===== src/rtl/div_datapath.sv =====
// Restoring-divider datapath: X/Y/R registers, iteration counter, status flags; DIV_BY_ZERO_EN adds the dbz trap.
// Latency: strobes take effect on the next clk edge; r_lt_y/count_equ_0 are combinational from the registers.
// Backpressure: none, the control unit strobes this block every cycle.
module div_datapath #(
    parameter int WIDTH = 4
) (
    input  logic             clk,
    input  logic             rst,
    input  logic [WIDTH-1:0] dividend,
    input  logic [WIDTH-1:0] divisor,
    input  logic             ld,
    input  logic             ud,
    input  logic             ce,
    input  logic             ldx,
    input  logic             slx,
    input  logic             srx,
    input  logic             cex,
    input  logic             ldr,
    input  logic             slr,
    input  logic             srr,
    input  logic             cer,
    input  logic             s1,
    input  logic             s2,
    input  logic             s3,
    output logic             r_lt_y,
    output logic             count_equ_0,
    output logic [WIDTH-1:0] quotient,
    output logic [WIDTH-1:0] remainder,
`ifdef DIV_BY_ZERO_EN
    output logic             dbz,
`endif
    output logic [WIDTH-1:0] result
);

    localparam int CW = $clog2(WIDTH + 1);
    localparam logic [CW-1:0] CNT_INIT = CW'(WIDTH);

    logic [WIDTH-1:0] x_q, x_d;
    logic [WIDTH-1:0] y_q, y_d;
    logic [WIDTH:0]   r_q, r_d;
    logic [CW-1:0]    cnt_q, cnt_d;
    logic [WIDTH:0]   rn;
    logic             qbit;
    logic             blk;

`ifdef DIV_BY_ZERO_EN
    logic dbz_q, dbz_d;

    always_comb begin
        dbz_d = dbz_q;
        if (ldx) dbz_d = (divisor == '0);
    end

    always_ff @(posedge clk) begin
        if (rst) dbz_q <= 1'b0;
        else     dbz_q <= dbz_d;
    end

    assign blk = dbz_q;
    assign dbz = dbz_q;
`else
    assign blk = 1'b0;
`endif

    assign r_lt_y      = r_q < {1'b0, y_q};
    assign count_equ_0 = (cnt_q == '0);
    assign rn          = r_lt_y ? r_q : r_q - {1'b0, y_q};
    // A trapped divide freezes R on restoring steps and feeds zero quotient bits.
    assign qbit        = s1 & ~r_lt_y & ~blk;

    always_comb begin
        x_d = x_q;
        if (cex)      x_d = '0;
        else if (ldx) x_d = dividend;
        else if (slx) x_d = {x_q[WIDTH-2:0], qbit};
        else if (srx) x_d = {1'b0, x_q[WIDTH-1:1]};
    end

    always_comb begin
        y_d = y_q;
        if (ldx) y_d = divisor;
    end

    always_comb begin
        r_d = r_q;
        if (cer)                 r_d = '0;
        else if (ldr)            r_d = s2 ? (blk ? r_q : rn) : '0;
        else if (slr && !s1)     r_d = {r_q[WIDTH-1:0], x_q[WIDTH-1]};
        else if (slr)            r_d = blk ? r_q : {rn[WIDTH-1:0], x_q[WIDTH-1]};
        else if (srr)            r_d = {1'b0, r_q[WIDTH:1]};
    end

    always_comb begin
        cnt_d = cnt_q;
        if (ld)      cnt_d = CNT_INIT;
        else if (ce) cnt_d = ud ? cnt_q + CW'(1) : cnt_q - CW'(1);
    end

    always_ff @(posedge clk) begin
        if (rst) begin
            x_q   <= '0;
            y_q   <= '0;
            r_q   <= '0;
            cnt_q <= '0;
        end else begin
            x_q   <= x_d;
            y_q   <= y_d;
            r_q   <= r_d;
            cnt_q <= cnt_d;
        end
    end

    assign quotient  = x_q;
    assign remainder = r_q[WIDTH-1:0];
    assign result    = s3 ? remainder : quotient;

endmodule


===== config.mk =====
export PLATFORM = sky130hd
export DESIGN_NAME = div_datapath
export DESIGN_NICKNAME = d
export VERILOG_FILES = /design/src/rtl/div_datapath.sv
export SDC_FILE = /design/constraint.sdc
export NUM_CORES = 1
export LEC_CHECK = 0
export BUFFER_PORTS_ARGS = -buffer_cell sky130_fd_sc_hd__buf_4
export CORE_MARGIN = 2
export CORE_UTILIZATION = 50
export DETAILED_ROUTE_END_ITERATION = 16
export PLACE_DENSITY_LB_ADDON = 0.3
export SLEW_MARGIN = 10
export SYNTH_ARGS = -nofsm -noshare
export SYNTH_HDL_FRONTEND = slang
export SYNTH_SLANG_ARGS = --single-unit

===== constraint.sdc =====
create_clock -name clk -period 2.1 [get_ports clk]
set_input_delay 0.105 -clock clk [delete_from_list [all_inputs] [get_ports clk]]
set_output_delay 0.105 -clock clk [all_outputs]
set_load 0.02 [all_outputs]

After elaboration in Yosys (flattened, before gate mapping)
Cells that the tools add are included.
{"block": "classes", "reduce_logical": 10, "addsub": 3, "bitwise": 2, "n_eq_ne": 1, "shift": 0, "n_mux": 13, "magnitude_cmp": 1, "n_mul": 0, "div_mod_pow": 0}
{"operator": "5-bit 2-to-1 mux", "n": 6}
{"operator": "4-bit 2-to-1 mux", "n": 4}
{"operator": "3-bit 2-to-1 mux", "n": 3}
{"operator": "2-bit OR reduction", "n": 3}
{"operator": "5-bit by 4-bit less-than comparator with 1-bit output", "n": 1}
{"operator": "5-bit by 4-bit subtractor with 5-bit output", "n": 1}
{"operator": "4-bit nonzero test", "n": 1}
{"operator": "3-bit by 1-bit adder with 3-bit output, second input constant", "n": 1}
{"operator": "3-bit zero test", "n": 1}
{"operator": "3-bit inequality test, second input constant", "n": 1}
{"operator": "3-bit nonzero test", "n": 1}
{"operator": "3-bit by 1-bit subtractor with 3-bit output, second input constant", "n": 1}
{"operator": "2-bit AND reduction", "n": 1}
{"operator": "2-bit nonzero test", "n": 1}
{"operator": "1-bit AND", "n": 1}
{"operator": "1-bit logical AND", "n": 1}
{"operator": "1-bit zero test", "n": 1}
{"operator": "1-bit inverter", "n": 1}
{"block": "word_totals", "n_memories": 0, "latchBits": 0, "output_inout_bits": 14, "in_bits": 24, "elab_cells": 36, "regBits": 16, "romBits": 0, "ramBits": 0}

Longest topological paths before layout
{"block": "logic_depth", "ltp_word": 5, "ltp_mapped": 9, "mapped_depth_nobuf": 9}

Worst setup path after synthesis
Ideal clock, no wire load.
{"block": "synth_timing", "path_type": "reg-to-reg", "startpoint": "register r_q[1]", "endpoint": "register r_q[4]", "t_required_ns": 2.026, "stages_incl_launch_ff": 8, "arrival_time_ns": 1.885, "slack_ns": 0.141, "synth_period_minus_slack_ns": 1.959, "path_buffers": 1, "setup_time_ns": 0.074, "cell_sequence": "dfxtp_1 > ha_1 > nor2b_1 > o31a_1 > buf_6 > a2111oi_4 > a21bo_1 > a31oi_1"}
{"block": "synth_via", "elab_chain_cells": 5, "word_cells_on_any_way": 9, "classes_between": "add/sub (1); order compare (1); eq/ne (1); mux (5); reduce/logical (1)"}
{"item": "start, declared", "line_no": "40", "rtl": "logic [WIDTH:0] r_q, r_d;"}
{"item": "start signal, assigned", "line_no": "108", "rtl": "r_q <= r_d;"}
{"item": "5-bit by 4-bit subtractor with 5-bit output or 5-bit by 4-bit less-than comparator with 1-bit output (tied branches)", "line_no": "67, 65"}
{"item": "5-bit 2-to-1 mux", "line_no": "67", "rtl": "assign rn = r_lt_y ? r_q : r_q - {1'b0, y_q};"}
{"item": "5-bit 2-to-1 mux", "line_no": "89", "rtl": "else if (slr) r_d = blk ? r_q : {rn[WIDTH-1:0], x_q[WIDTH-1]};"}
{"item": "5-bit 2-to-1 mux", "line_no": "88", "rtl": "else if (slr && !s1) r_d = {r_q[WIDTH-1:0], x_q[WIDTH-1]};"}
{"item": "5-bit 2-to-1 mux", "line_no": "87", "rtl": "else if (ldr) r_d = s2 ? (blk ? r_q : rn) : '0;"}
Several ways; a longest one is shown, not always the timed one. The select of a mux whose other input is x is not followed.
A chain may end at the register's enable or synchronous reset.

Worst setup path in the final report
{"block": "layout_timing", "startpoint": "register y_q[1]", "endpoint": "register r_q[3]"}
{"block": "layout_via", "elab_chain_cells": 5, "word_cells_on_any_way": 7, "classes_between": "add/sub (1); order compare (1); mux (5)"}
{"item": "start, declared", "line_no": "39", "rtl": "logic [WIDTH-1:0] y_q, y_d;"}
{"item": "start signal, assigned", "line_no": "107", "rtl": "y_q <= y_d;"}
{"item": "5-bit by 4-bit subtractor with 5-bit output or 5-bit by 4-bit less-than comparator with 1-bit output (tied branches)", "line_no": "67, 65"}
{"item": "5-bit 2-to-1 mux (*)", "line_no": "67"}
{"item": "5-bit 2-to-1 mux", "line_no": "89"}
{"item": "5-bit 2-to-1 mux", "line_no": "88"}
{"item": "5-bit 2-to-1 mux (*)", "line_no": "87"}
Every way passes the cells marked *; elsewhere a longest branch is shown, timed or not. The select of a mux whose other input is x is not followed.

==> qor.yml <==
cts.htree.levels: 1
p_switching_mw: 0.2921
grt_util_met1_pct: 30.03
path_class: "reg -> reg"
ys_ff_latch: 16
vias: 1241
synthArstFlopShare_pct: 0
drv_cap: 0
clock_latency_ns: 0.30
switching_share_pct: 33.17
io_buffers: 37
postSynthNetCount: 179
dp.cells: 205
grt_start_max_net_pins: 13
endpoint_kind: "flop"
regToRegSetupSlack_ns: 0.09
fin_crit_sh_pct: 95.76
met2_usage_pct: 41.25
p_int_mw: 0.5884
antenna_found_initial: 0
yosys.area_share.simple_pct: 18.55
slew_viol_final: 0
n_fill_cell: 171
status: "completed"
areaGrowthSynthToFinish_pct: 33.26
power_frac_comb_pct: 37.6
leakage_nw: 0.6836
clkSinkCount: 16
numCtsBuffers: 3
drive_above_1_share_pct: 32.26
die_area_um2: 2824
syn_inst: 149
relSlewSlack_pct: 61.34
placementRows: 17
synth_enable_flop_cells: 0
finalSetupViolCount: 0
grt_busiest_layer: "met2"
start_util_pct: 53.55
skew_ns: 0.01657
synth.avg_cell_area_um2: 8.103
fmax_ghz: 0.4973
antennaDiodeCount: 0
antenna_left: 0
track_usage_pct: 24.20
totalPowerFinal_mw: 0.8805
worstPathArrival_ns: 2.22
clockBufferDepth: 2
whs_ns: 0.03471
mostFrequentLayoutCells: "buf_4 (44), dfxtp_1 (15), nor2_1 (14), o21ai_0 (13)"
final_common_cell: "buf_4"
io_pins: 38
period_minus_slack_ns: 2.011
dr.pass1.iters: 4
die_w_um: 53.14
synth-compound-area-share_pct: 24.87
clkSlewWorstSetupHoldPaths_ns: 0.11
grt_pass1_vias: 1130
ys_types: 41
rr_startpoint: "y_q[1]"
ys.flop_type: "dfxtp_1"
worstMarginPinSlew_ns: 0.5754
power_density_nw_per_um2: 547.2
grt_pass1_wl_um: 4968
ys_warn_count: 0
final_nets: 217
ir_worst_vdd_mv: 0.5151
synth_xor_area_share_pct: 2.902
synthMuxAreaShare_pct: 10.16
reg2reg_depth: 7
crit_path_start_kind: "flop"
post_layout_nonfiller_instances: 214
synth_top_family_by_area: "compound AO/OA/AOI/OAI gates"
p_seq_share_pct: 37.8
crit_path_end: "r_q[3]"
drc: 0
routedWlPerCell_um: 15.17
dp_hpwl_um: 2296
worstHoldPathType: "in -> reg"
hold_violations: 0
yosysSeqAreaShare_pct: 26.53
clkPwrFrac_pct: 24.5
cts_root_buffer: "clkbuf_4"
tns_ns: 0
rsz0062_at_grt: "false"
overflow: 0
cp_max_fo: 8
synthAdderAreaFrac_pct: 7.461
tritoncts: "built"
startpoint: "y_q[1]"
wl_um: 3246
r2r-end: "r_q[3]"
critPathRequiredTime_ns: 2.31
routed_via_density: 5.799
synthesis.area_um2: 1207
drtIter0Drc: 29
core_region_area_um2: 2255
grt_use_met3_pct: 4.237
die_h_um: 53.14
place.gp.congestion: 0.8648
-- logic make-up (layout without fill, tap and decap cells) --
kind of cell | count (synthesis) | after routing
multiplexers | 12 | 12
XOR/XNOR | 4 | 4
flip-flops | 16 | 16
AND/OR/NAND/NOR | 45 | 45
AO/OA/AOI/OAI | 42 | 42
adder cells (fa/ha/maj) | 6 | 6
buffers and inverters | 24 | 61
-- registers in the layout (all words and copies together) (netlist names) --
register	cells
quotient	4
r_q	5
y_q	4
cnt_q	3
-- cell type report --
cell class                      count  area, um^2  share of cell area, %
Clock buffer                        4       36.28                  2.255
Timing Repair Buffer               46       350.3                  21.77
Tap cell                           28       35.03                  2.177
Sequential cell                    16       321.6                  19.98
Multi-Input combinational cell    109       824.5                  51.24
Inverter                           11       41.29                  2.566
-- stage by stage --
stage	cell area, um^2	util (%)	setup slack, ns
finish	1609	71.37	0.08913
global route	1609	71.37	0.003135
CTS	1555	68.98	0.03361
detailed placement	1476	65.48	0.07340
global placement	1476	65.48	0.1512
floorplan	1207	-	0.1413
-- repair_timing --
action | 4_1_cts | 5_1_grt
endpoints found under the hold margin | 3 | 0
endpoints found under the setup margin | 1 | 5
hold buffers | 2 | 0
gates cloned | 0 | 0
gates resized for setup | 1 | 8
setup buffers | 2 | 1
pin swaps | 1 | 2
-- cell usage after synthesis, types with 3 or more instances --
master / count / share of area [%]
a21oi_1: 4 / 1.7
a31oi_1: 5 / 2.6
buf_4: 4 / 2.5
clkbuf_1: 6 / 1.9
dfxtp_1: 16 / 27
ha_1: 4 / 4.1
inv_1: 11 / 3.4
mux2i_1: 10 / 8.3
nand2_1: 8 / 2.5
nand2b_1: 4 / 2.1
nor2_1: 14 / 4.4
nor3_1: 7 / 2.9
o21ai_0: 14 / 5.8
o31ai_1: 3 / 1.9
or3_1: 3 / 1.6
xnor2_1: 4 / 2.9
-- worst min-delay path by stage --
stage / startpoint / endpoint / slack [ns] / cells past startpoint
global route: divisor[3] / y_q[3] / 0.07 / 3
global placement: ld / cnt_q[1] / 0.29 / 2
CTS: divisor[3] / y_q[3] / 0.05 / 3
floorplan: ld / cnt_q[0] / 0.18 / 1
finish: divisor[3] / y_q[3] / 0.03 / 3
detailed placement: ld / cnt_q[0] / 0.30 / 2
-- layer usage --
layer | wire [um] | vias to the layer above
li1 | - | 602
met2 | 1530 | 60
met5 | 0 | -
met3 | 225 | 5
met4 | 39 | 0
met1 | 1451 | 574
-- worst max-delay path, stage by stage (launching register included) --
cell     delay [ns]
dfxtp_2        0.37
inv_2          0.06
ha_4           0.21
nor2b_4        0.13
o31a_1         0.36
or3_1          0.42
and3_1         0.16
o221a_2        0.21
-- power groups by stage --
stage | registers [mW] | clock network (mW) | logic [mW]
after floorplan | 0.342 | 0 | 0.190
after global placement | 0.337 | 0 | 0.273
after detailed placement | 0.338 | 0 | 0.281
after CTS | 0.331 | 0.217 | 0.302
after global routing | 0.335 | 0.231 | 0.360
final | 0.333 | 0.216 | 0.331
(Power assumes the default switching activity.)
